File: src/rtl/arb_pkg.sv
//============================================================================
// Module  : arb_pkg
// Purpose : Shared types and constants for the instruction/data memory port
//           arbiter: pending-read state encoding, default starvation limit
//           and small decode helpers.
// Config  : ARB_STARVE_GUARD_EN (consumed by mem_port_arbiter)
// Rev     : 1.0  initial release
//============================================================================
`default_nettype none

package arb_pkg;

  // Pending-read state: which port owns the SRAM read data next cycle.
  typedef logic [1:0] arb_state_t;

  localparam arb_state_t IDLE = 2'b00;
  localparam arb_state_t I_RD = 2'b01;
  localparam arb_state_t D_RD = 2'b10;

  // Consecutive lost arbitrations the fetch port tolerates by default.
  localparam int unsigned DEF_STARVE_LIMIT = 4;

  // Width and ceiling of the starvation counter.
  localparam int unsigned STARVE_CNT_W = 3;
  localparam logic [STARVE_CNT_W-1:0] STARVE_CNT_MAX = '1;

  // A data access with no byte enables set is a load.
  function automatic logic is_load(input logic [3:0] wen);
    return (wen == 4'b0000);
  endfunction

  // Legal starvation limits are 1..7; anything else is a configuration error.
  function automatic logic limit_in_range(input int unsigned limit);
    return (limit >= 1) && (limit <= 7);
  endfunction

endpackage : arb_pkg

`default_nettype wire

File: src/rtl/arb_starve_cnt.sv
//============================================================================
// Module  : arb_starve_cnt
// Purpose : Counts consecutive cycles in which the fetch port requests but is
//           not granted; raises starve_flag once the count reaches the limit
//           so the arbiter can hand the next slot to the fetch port.
// Config  : instantiated only when ARB_STARVE_GUARD_EN is defined
// Rev     : 1.0  initial release
//============================================================================
`default_nettype none

module arb_starve_cnt
  import arb_pkg::*;
#(
  parameter int unsigned STARVE_LIMIT = DEF_STARVE_LIMIT
) (
  input  logic clk,
  input  logic reset,
  input  logic inst_req,
  input  logic inst_ack,
  output logic starve_flag
);

  localparam logic [STARVE_CNT_W-1:0] LIMIT = STARVE_CNT_W'(STARVE_LIMIT);

  logic [STARVE_CNT_W-1:0] count_q;
  logic [STARVE_CNT_W-1:0] count_d;

  // Count a lost arbitration, saturating; any grant or idle cycle restarts.
  always_comb begin
    count_d = '0;
    if (inst_req && !inst_ack) begin
      count_d = (count_q == STARVE_CNT_MAX) ? count_q : count_q + 1'b1;
    end
  end

  // Counter register, cleared asynchronously.
  always_ff @(posedge clk or posedge reset) begin
    if (reset) begin
      count_q <= '0;
    end else begin
      count_q <= count_d;
    end
  end

  assign starve_flag = (count_q >= LIMIT);

endmodule : arb_starve_cnt

`default_nettype wire

File: src/rtl/mem_port_arbiter.sv
//============================================================================
// Module  : mem_port_arbiter
// Purpose : Shares one single-port SRAM (1-cycle read latency) between a
//           fetch port and a load/store port. Grant and SRAM drive are
//           combinational in the requesting cycle; read data is steered to
//           the owning port one cycle later and held between deliveries.
//           Data normally wins; with the starvation guard built in, a fetch
//           port that has lost STARVE_LIMIT times in a row wins instead.
// Config  : ARB_STARVE_GUARD_EN  defined -> starvation guard present
//                                undefined -> strict data priority
// Rev     : 1.0  initial release
//============================================================================
`default_nettype none

module mem_port_arbiter
  import arb_pkg::*;
#(
  parameter int unsigned STARVE_LIMIT = DEF_STARVE_LIMIT
) (
  input  logic        clk,
  input  logic        reset,
  // fetch port
  input  logic        inst_req,
  input  logic [31:0] inst_addr,
  output logic        inst_ack,
  output logic        inst_rvalid,
  output logic [31:0] inst_rdata,
  // load/store port
  input  logic        data_req,
  input  logic [3:0]  data_wen,
  input  logic [31:0] data_addr,
  input  logic [31:0] data_wdata,
  output logic        data_ack,
  output logic        data_rvalid,
  output logic [31:0] data_rdata,
  // SRAM
  output logic        ram_en,
  output logic [3:0]  ram_wen,
  output logic [31:0] ram_addr,
  output logic [31:0] ram_wdata,
  input  logic [31:0] ram_rdata
);

  logic        starve_flag;
  logic        grant_inst;
  logic        grant_data;

  arb_state_t  state_q;
  arb_state_t  state_d;
  logic [31:0] inst_hold_q;
  logic [31:0] inst_hold_d;
  logic [31:0] data_hold_q;
  logic [31:0] data_hold_d;

`ifdef ARB_STARVE_GUARD_EN
  arb_starve_cnt #(
    .STARVE_LIMIT (STARVE_LIMIT)
  ) u_starve_cnt (
    .clk         (clk),
    .reset       (reset),
    .inst_req    (inst_req),
    .inst_ack    (inst_ack),
    .starve_flag (starve_flag)
  );
`else
  // Without the guard the limit has no effect; it only enters as a constant
  // zero term so the parameter stays referenced.
  localparam logic LIMIT_IN_RANGE = limit_in_range(STARVE_LIMIT);
  assign starve_flag = 1'b0 & LIMIT_IN_RANGE;
`endif

  // Arbitration: data first unless the fetch port is starving; nothing is
  // granted while reset is held so the SRAM stays quiet.
  always_comb begin
    grant_data = 1'b0;
    grant_inst = 1'b0;
    if (!reset) begin
      grant_data = data_req && !(starve_flag && inst_req);
      grant_inst = inst_req && !grant_data;
    end
  end

  assign inst_ack = grant_inst;
  assign data_ack = grant_data;

  // SRAM drive follows the winner; idle cycles present an all-zero bus.
  always_comb begin
    ram_en    = 1'b0;
    ram_wen   = 4'b0000;
    ram_addr  = 32'h0000_0000;
    ram_wdata = 32'h0000_0000;
    if (grant_data) begin
      ram_en    = 1'b1;
      ram_wen   = data_wen;
      ram_addr  = data_addr;
      ram_wdata = data_wdata;
    end else if (grant_inst) begin
      ram_en    = 1'b1;
      ram_addr  = inst_addr;
    end
  end

  // Next pending read: decided fresh every cycle, so reads can run
  // back-to-back and a delivery overlaps with the next grant.
  always_comb begin
    state_d = IDLE;
    if (grant_inst) begin
      state_d = I_RD;
    end else if (grant_data && is_load(data_wen)) begin
      state_d = D_RD;
    end
  end

  assign inst_rvalid = (state_q == I_RD);
  assign data_rvalid = (state_q == D_RD);

  // Each port's hold register captures the word delivered to it.
  always_comb begin
    inst_hold_d = inst_rvalid ? ram_rdata : inst_hold_q;
    data_hold_d = data_rvalid ? ram_rdata : data_hold_q;
  end

  assign inst_rdata = inst_rvalid ? ram_rdata : inst_hold_q;
  assign data_rdata = data_rvalid ? ram_rdata : data_hold_q;

  // State and hold registers; reset drops any read still in flight.
  always_ff @(posedge clk or posedge reset) begin
    if (reset) begin
      state_q     <= IDLE;
      inst_hold_q <= 32'h0000_0000;
      data_hold_q <= 32'h0000_0000;
    end else begin
      state_q     <= state_d;
      inst_hold_q <= inst_hold_d;
      data_hold_q <= data_hold_d;
    end
  end

endmodule : mem_port_arbiter

`default_nettype wire

File: config.mk
export PLATFORM = sky130hd
export DESIGN_NAME = mem_port_arbiter
export DESIGN_NICKNAME = d
export VERILOG_FILES = /design/src/rtl/arb_pkg.sv /design/src/rtl/arb_starve_cnt.sv /design/src/rtl/mem_port_arbiter.sv
export SDC_FILE = /design/constraint.sdc
export NUM_CORES = 1
export LEC_CHECK = 0
export ABC_AREA = 0
export CAP_MARGIN = 20
export CORE_MARGIN = 4
export CORE_UTILIZATION = 33
export CTS_CLUSTER_SIZE = 30
export DETAILED_ROUTE_END_ITERATION = 10
export GPL_TIMING_DRIVEN = 1
export PLACE_DENSITY = 0.91
export SLEW_MARGIN = 20
export SYNTH_ARGS = -nofsm -noshare
export SYNTH_HDL_FRONTEND = slang
export SYNTH_SLANG_ARGS = --single-unit
File: constraint.sdc
create_clock -name clk -period 3.1 [get_ports clk]
set_clock_uncertainty 0.2 [all_clocks]
set_input_delay 0.775 -clock clk [delete_from_list [all_inputs] [get_ports clk]]
set_output_delay 0.775 -clock clk [all_outputs]
set_load 0.02 [all_outputs]
Yosys cells after proc, flatten, opt, wreduce, memory -nomap -nowiden
Cells that the tools add are included.
{ "totals": {"reg_bits": 66, "in_bits": 136} }
{ "op_classes": {"eq_ne": 2, "mux": 12, "reduce_logical": 4} }
{ "ops": {"columns": ["operator", "n"], "rows": [
  ["2-to-1 mux 32 bit", 5],
  ["zero test 4 bit", 1],
  ["2-to-1 mux 1 bit", 4],
  ["2-to-1 mux 2 bit", 2],
  ["2-to-1 mux 4 bit", 1],
  ["equality test 2 x 1 -> 1 bit (second input constant)", 1],
  ["equality test 2 bit (second input constant)", 1],
  ["logical AND 1 bit", 2],
  ["zero test 1 bit", 1]
]} }

Depth between registers and ports, before layout
Gate-level depths: netlist of run 1.
{ "depth": {"word_depth": 5, "ltp_mapped": 4, "mapped_depth_nobuf": 2} }

Least setup slack after synthesis of run 1
No wires, ideal clock.
{ "synth_path": {"path_type": "input to output", "startpoint": "input port inst_req", "endpoint": "output port ram_en", "arrival_ps": 1516, "required_ps": 2125, "slack_ps": 609, "cell_stages": 4, "path_buffers": 2, "cell_sequence": "buf_2 > clkbuf_1 > nor2_1 > nor2_1"} }
{ "synth_via": {"elab_chain_len": 4} }
{ "synth_lines": {"columns": ["element", "line_no", "text"], "rows": [
  ["from (decl)", "mem_port_arbiter.sv:23", "input logic inst_req,"],
  ["logical AND 1 bit", "mem_port_arbiter.sv:79", "grant_inst = inst_req && !grant_data;"],
  ["2-to-1 mux 1 bit", "mem_port_arbiter.sv:77", "if (!reset) begin"],
  ["2-to-1 mux 1 bit", "mem_port_arbiter.sv:97", "end else if (grant_inst) begin"],
  ["2-to-1 mux 1 bit", "mem_port_arbiter.sv:92", "if (grant_data) begin"],
  ["to (decl)", "mem_port_arbiter.sv:37", "output logic ram_en,"]
]} }
Every way passes these cells.

Final worst setup path of run 1
{ "layout_path": {"startpoint": "input port ram_rdata[5]", "endpoint": "output port inst_rdata[5]"} }
{ "layout_via": {"elab_chain_len": 1} }
{ "layout_lines": {"columns": ["element", "line_no", "text"], "rows": [
  ["from (decl)", "mem_port_arbiter.sv:41", "input logic [31:0] ram_rdata"],
  ["2-to-1 mux 32 bit", "mem_port_arbiter.sv:123", "assign inst_rdata = inst_rvalid ? ram_rdata : inst_hold_q;"],
  ["to (decl)", "mem_port_arbiter.sv:27", "output logic [31:0] inst_rdata,"]
]} }
Every way passes these cells.

==> out/results.tsv, run 1 <==
stage	metric	value	unit
outcome	status	finished clean	
sta	final hold vios	0	
sta	Setup-failing EPs final	0	
clocking	total CTS buffers	9	
clocking	worst-case clock buffer depth	2	
clocking	Skew-Pair Late Insertion Delay	0.33	ns
sta	Max Clk Rate	326	MHz
worst_setup_path	CP arrival	2.09	ns
final_layout	share of cells above drive strength 1	22.3	%
placed_design	dpl cells	629	
pwr	LEAKAGE	3.05	nW
final_layout	Layout Cells excl Fill	649	
pwr	Max VDD drop	0.247	mV
sta	slew margin rel.	76.2	%
drt	drt via density	4.78	
final_layout	area of the multi-input gates	1550	um2
die	Starting Density	34.1	%
sta	Tcrit/Tclk final	98.8	%
sta	final setup margin	0.0369	ns
grt	total global routing overflow	0	
logic_synthesis	Synth cell types	16	
final_layout	Post-Route Utilization	66.2	%
worst_setup_path	kind of critical path	input pin to output pin	
logic_synthesis	Synth Area in Simple Gates	8.25	%
grt	aggregate global-route resource usage	21.6	%
pwr	Power Density	484	nW/um2
final_layout	most common cell after layout, fill and taps aside	clkdlybuf4s50_1	
die	Chip Width	109	um
clocking	CTS sink cnt	66	
clocking	H-tree depth	3	
final_layout	Storage cell area	1650	um2
clocking	Reg clk slew, reported paths	0.07	ns
die	Placeable Area	9820	um2
die	I/O pin total	273	
sta	min cycle time layout	3.06	ns
logic_synthesis	Adder-Cell Fraction of Synth Area	0	%
drt	DRT Pass-1 Iters	5	
clocking	CTS tree	built	
sta	Slew Viols, Final	0	
worst_setup_path	critical-path maximum fanout	2	
final_layout	number of fill cells	782	
final_layout	diode count	0	
grt	vias in the first global route	3385	
logic_synthesis	Mapped Nets	368	
drt	number of remaining DRC errors	0	
drt	Final ANT Viol Nets	0	
grt	initial antenna violation count	0	
logic_synthesis	Post-Syn Instances	232	
drt	DRT iter0 DRCs	149	
worst_setup_path	Worst Setup Start Kind	input pin	
drt	final WL	13200	um
sta	worst-margin pin slew	0.358	ns
final_layout	commonest non-fill, non-tap cells in the layout	clkdlybuf4s50_1 (197), dfrtp_1 (66), dlygate4sd2_1 (60), mux2_4 (58), and2_1 (38)	
logic_synthesis	mux contribution to synthesized area	28.0	%
final_layout	Nets	647	
grt	largest net degree at the start of global routing	67	
worst_setup_path	CP Capture Type	output pin	
logic_synthesis	sequential share of the synthesized area	49.3	%
logic_synthesis	Compound-Gate Fraction of Synth Area	9.56	%
placed_design	PortBufs	272	
logic_synthesis	XOR/XNOR share of the synthesized area	0	%
logic_synthesis	average cell area after synthesis	14.4	um2
clocking	clk root buf	clkbuf_8	
worst_setup_path	Worst Path Required	2.12	ns
placed_design	DP Worst Slack	-0.443	ns
clocking	Post-CTS Hold Buffers	0	
logic_synthesis	yosys synthesis warning count	0	
final_layout	Area growth syn-to-layout	93.8	%
min_path	min-delay worst type	flop to flop	
placed_design	post-DP HPWL	10500	um
drt	WL per Instance	20.4	um
drt	DR vias	3099	
die	DIE HEIGHT	109	um
placed_design	final RePlAce weighted congestion	0.914	
grt	global-route wire length before repair	19300	um
logic_synthesis	largest family of logic cells by synthesized area	multiplexers	
die	row count	36	
flow_run	Max-Cap Viols	0	
logic_synthesis	flop and latch count out of synthesis	66	
die	Total Die Area	11800	um2
logic_synthesis	Post-Syn Area	3350	um2
[power by group]
part	internal (mW)	switching, mW
clock	0.456	0.334
sequential	1.02	0.0475
combinational	0.719	0.572
total	2.19	0.953
[per-layer routing]
layer	part of all wire, %	global-route usage [%]	routed length (um)	vias up
met4	3.5	9.65	466	0
met2	54	39.8	7160	166
met3	7.1	4.97	941	23
met5	0	0	0	-
li1	-	-	-	1401
met1	35	23.4	4660	1509
[registers in the layout, summed over array words and instances (netlist names)]
name,count
inst_hold_q,32
state_q,2
data_hold_q,32
[final cells by class]
type / count / share of cell area [%]
sequential: 66 / 25.4
tap: 133 / 2.56
timing repair buffer: 291 / 44.7
inverter: 2 / 0.116
clock inverter: 6 / 1.39
multi-input combinational: 141 / 23.9
clock buffer: 10 / 1.96
[worst max-delay path, stage by stage]
cell and delay [ns]:
clkdlybuf4s50_1 0.46, mux2_4 0.30, clkdlybuf4s50_1 0.55
[cell families (layout without fill, tap and decap cells)]
group           count (synthesis)  in the layout
compound gates                 32             32
buf+inv                        25            309
mux                            64             64
simple gates                   45             45
flops                          66             66
[worst paths after layout]
| kind | start | endpoint | slack (ns) | cells after the start |
|---|---|---|---|---|
| worst max-delay path | ram_rdata[5] | inst_rdata[5] | 0.04 | 3 |
| worst min-delay path | inst_hold_q[7] | inst_hold_q[7] | 0.29 | 1 |
| worst max register to register | state_q[0] | data_hold_q[5] | 1.60 | 3 |
| worst min register to register | inst_hold_q[7] | inst_hold_q[7] | 0.29 | 1 |
| max in group asynchronous | reset | data_hold_q[30] | 1.75 | 4 |
| min in group asynchronous | reset | state_q[0] | 0.65 | 4 |
[cells in the mapped netlist]
master / instances / area, um2
and2_1: 38 / 238
buf_4: 1 / 7.51
clkbuf_2: 2 / 10.0
clkbuf_1: 3 / 11.3
nor2_2: 1 / 6.26
buf_6: 7 / 78.8
dfrtp_1: 66 / 1650
buf_2: 10 / 50.1
inv_1: 2 / 7.51
nor2b_1: 2 / 12.5
nor2_1: 2 / 7.51
mux2_2: 6 / 67.6
a32o_1: 32 / 320
mux2_4: 58 / 871
nand2b_1: 1 / 6.26
nor4_1: 1 / 6.26
[metrics by stage]
step	instance area [um2]	hold WS (ns)	TNS (ns)	total power [mW]
after floorplan	3350	0.322	0	1.71
after global placement	6290	0.274	-24.76	2.36
after detailed placement	6290	0.279	-26.40	2.40
after CTS	6520	0.296	0	3.18
after global routing	6500	0.304	-0.00274	3.29
final	6500	0.292	0	3.15
[repair_timing]
item	in CTS	in global routing
gates cloned	2	0
resized for setup	77	18
setup endpoints to repair	96	11
setup buffers	2	0
(Power assumes the default switching activity.)
==> run 2: changes to the inputs <==
Settings changed: ABC_AREA 0 to 1, PLACE_DENSITY 0.91 to 0.92.
==> out/results.tsv, run 2 <==
stage	metric	value	unit	change
outcome	status	finished clean		
logic_synthesis	most instantiated cells after synthesis	nand2_1 (260), dfrtp_1 (66), nor2_1 (40)		
pwr	Max VDD drop	0.282	mV	+14%
die	row count	36		unchanged
placed_design	PortBufs	272		unchanged
placed_design	post-DP HPWL	11200	um	+6.7%
clocking	CTS sink cnt	66		unchanged
sta	Slew Viols, Final	0		unchanged
final_layout	area of the multi-input gates	1330	um2	-14%
logic_synthesis	Post-Syn Area	3280	um2	-2.1%
grt	aggregate global-route resource usage	23.1	%	+1.6 points
die	Chip Width	108	um	-0.99%
worst_setup_path	kind of critical path	input pin to output pin		
grt	met3 usage	7.56	%	+2.6 points
logic_synthesis	sequential share of the synthesized area	50.3	%	+1.1 points
pwr	Power Density	464	nW/um2	-4.2%
logic_synthesis	Post-synth EDFFs	0		unchanged
min_path	Worst Hold Depth	2		+1
clocking	H-tree depth	3		unchanged
sta	Tcrit/Tclk final	98.1	%	-0.70 points
logic_synthesis	Mapped Nets	605		+64%
worst_setup_path	Critical R2R Capture	inst_hold_q[0]		
grt	met1 GRT Util	22.8	%	-0.59 points
min_path	Worst Hold Path EP	data_hold_q[11]		
worst_setup_path	FF-to-FF Start	state_q[0]		
min_path	min-delay worst type	flop to flop		
logic_synthesis	Post-Syn Instances	469		+100%
logic_synthesis	Synth area leaders	dfrtp_1 (50%), nand2_1 (30%), nand3_1 (4.9%)		
final_layout	Storage cell area	1650	um2	unchanged
clocking	Skew-Pair Late Insertion Delay	0.33	ns	about the same
drt	DR vias	4011		+29%
logic_synthesis	top_reg_cell synth	dfrtp_1		
final_layout	Post-Route Utilization	67.0	%	+0.87 points
final_layout	number of fill cells	808		+3.3%
drt	DRT Pass-1 Iters	5		unchanged
final_layout	diode count	0		unchanged
die	Starting Density	33.7	%	-0.42 points
clocking	CTS tree	built		
pwr	LEAKAGE	3.84	nW	+26%
worst_setup_path	critical-path maximum fanout	2		unchanged
final_layout	Nets	881		+36%
clocking	Post-CTS Hold Buffers	0		unchanged
final_layout	Area growth syn-to-layout	98.8	%	
drt	Final ANT Viol Nets	0		unchanged
die	I/O pin total	273		unchanged
grt	vias in the first global route	4122		+22%
worst_setup_path	CP max-delay cell	clkdlybuf4s50_1		
drt	WL per Instance	15.9	um	-22%
sta	Setup-failing EPs final	0		unchanged
grt	total global routing overflow	0		unchanged
placed_design	final RePlAce weighted congestion	0.950		+3.9%
min_path	Worst Hold Launch	data_hold_q[11]		
clocking	clk root buf	clkbuf_8		
grt	global-route wire length before repair	20600	um	+6.9%
grt	initial antenna violation count	0		unchanged
sta	Max Clk Rate	329	MHz	+0.71%
sta	slew margin rel.	77.0	%	+0.85 points
logic_synthesis	average cell area after synthesis	6.99	um2	-52%
clocking	worst-case clock buffer depth	2		unchanged
die	Placeable Area	9730	um2	-0.92%
logic_synthesis	Synth cell types	14		-2
clocking	Reg clk slew, reported paths	0.06	ns	about the same
grt	met2 track utilization from global routing	43.2	%	+3.4 points
worst_setup_path	delay-heaviest family, CP	buffers and inverters		
grt	largest net degree at the start of global routing	67		unchanged
drt	drt via density	4.54		-4.9%
worst_setup_path	CP Depth	4		+1
drt	number of remaining DRC errors	0		unchanged
worst_setup_path	Worst Setup Start Kind	input pin		
logic_synthesis	Post-synth ARST share	100	%	unchanged
final_layout	share of cells above drive strength 1	7.20	%	-15 points
worst_setup_path	Slowest Stage Delay on Critical Path	0.63	ns	+0.08 ns
worst_setup_path	Buf/Inv on CP	2		unchanged
worst_setup_path	CP arrival	2.07	ns	-0.02 ns
logic_synthesis	dominant cell type by area after synthesis	dfrtp_1		
logic_synthesis	flop and latch count out of synthesis	66		unchanged
logic_synthesis	top-area cell type share of the netlist area	50.3	%	+1.1 points
final_layout	largest registers	data_hold_q (32), inst_hold_q (32), state_q (2)		
logic_synthesis	yosys synthesis warning count	0		unchanged
die	DIE HEIGHT	108	um	-0.99%
pwr	PnR Total Power	3.03	mW	-3.8%
worst_setup_path	critical-path cell list	clkdlybuf4s50_1 > nand2_1 > nand2_1 > clkdlybuf4s50_1		
worst_setup_path	R2R cell count	5		+2
drt	final WL	14000	um	+5.8%
worst_setup_path	Worst Path Required	2.12	ns	about the same
clocking	total CTS buffers	9		unchanged
final_layout	commonest non-fill, non-tap cells in the layout	nand2_1 (259), clkdlybuf4s50_1 (152), dfrtp_1 (66), dlygate4sd2_1 (53), dlymetal6s2s_1 (47)		
flow_run	Max-Cap Viols	0		unchanged
sta	worst-margin pin slew	0.345	ns	-0.0128 ns
final_layout	most common cell after layout, fill and taps aside	nand2_1		
sta	final hold vios	0		unchanged
sta	min cycle time layout	3.04	ns	-0.0216 ns
die	Total Die Area	11600	um2	-2.0%
worst_setup_path	worst reg-to-reg setup slack	1.68	ns	+0.08 ns
drt	DRT iter0 DRCs	162		+8.7%
grt	global route hottest layer	met2		
worst_setup_path	CP Capture Type	output pin		
logic_synthesis	most common cell in the netlist	nand2_1		
==> run 2: changes by cell type after synthesis, moves of 37 or more <==
| cell | change |
|---|---|
| and2_1 | -38 |
| inv_1 | +37 |
| mux2_4 | -58 |
| nand2_1 | +260 |
| nor2_1 | +38 |
==> run 2: worst reg2reg max path: cells and delay by family, from the launching register on <==
family | cells | cell delay [ns]
and+or+nand+nor | 3 | 0.41
buffers and inverters | 2 | 0.32
DFF | 1 | 0.41
==> run 2: worst max-delay path by stage <==
stage               slack, ns     startpoint             end
floorplan                0.47          reset  data_hold_q[0]
global placement        -0.36       data_req    ram_addr[17]
detailed placement      -0.37       data_req    ram_addr[17]
CTS                    0.0002     state_q[1]  inst_rdata[12]
global route            -0.03     state_q[0]  inst_rdata[11]
finish                   0.06  ram_rdata[19]  data_rdata[19]
==> run 2: power breakdown <==
group / switching (mW) / internal, mW
Clock: 0.323 / 0.369
Sequential: 0.0493 / 1.03
Combinational: 0.664 / 0.588
==> run 2: per-stage QoR <==
stage          hold WS [ns]  instances  setup slack (ns)  cell area [um2]  TNS, ns
2_1_floorplan         0.386        469             0.470             3280        0
6_report              0.270        883            0.0585             6520        0
3_5_place_dp          0.260        863            -0.371             6240   -19.68
4_1_cts               0.276        883          0.000210             6400        0
5_1_grt               0.293        883           -0.0318             6520  -0.0429
3_3_place_gp          0.258        863            -0.365             6240   -18.21
==> run 2: cell type report <==
cell class	instances	share of cell area [%]
Timing Repair Buffer	290	46.4
Sequential cell	66	25.3
Multi-Input combinational cell	337	20.4
Tap cell	133	2.55
Inverter	41	2.36
Clock buffer	9	1.90
Clock inverter	7	1.06
==> run 2: routing by layer <==
layer,vias to the layer above,routed length [um]
li1,1950,-
met1,1810,4650
met2,211,7480
met3,40,1240
met4,0,633
met5,-,0
==> run 2: repair_timing <==
item | in CTS | in global routing
setup endpoints to repair | 68 | 72
setup buffers | 3 | 0
gates cloned | 1 | 0
resized for setup | 71 | 68
pin swaps | 2 | 0
==> run 2: cell families after synthesis <==
| group | synth area share, % |
|---|---|
| simple gates | 40.4 |
| flops | 50.3 |
| buf+inv | 9.08 |
| compound gates | 0.152 |
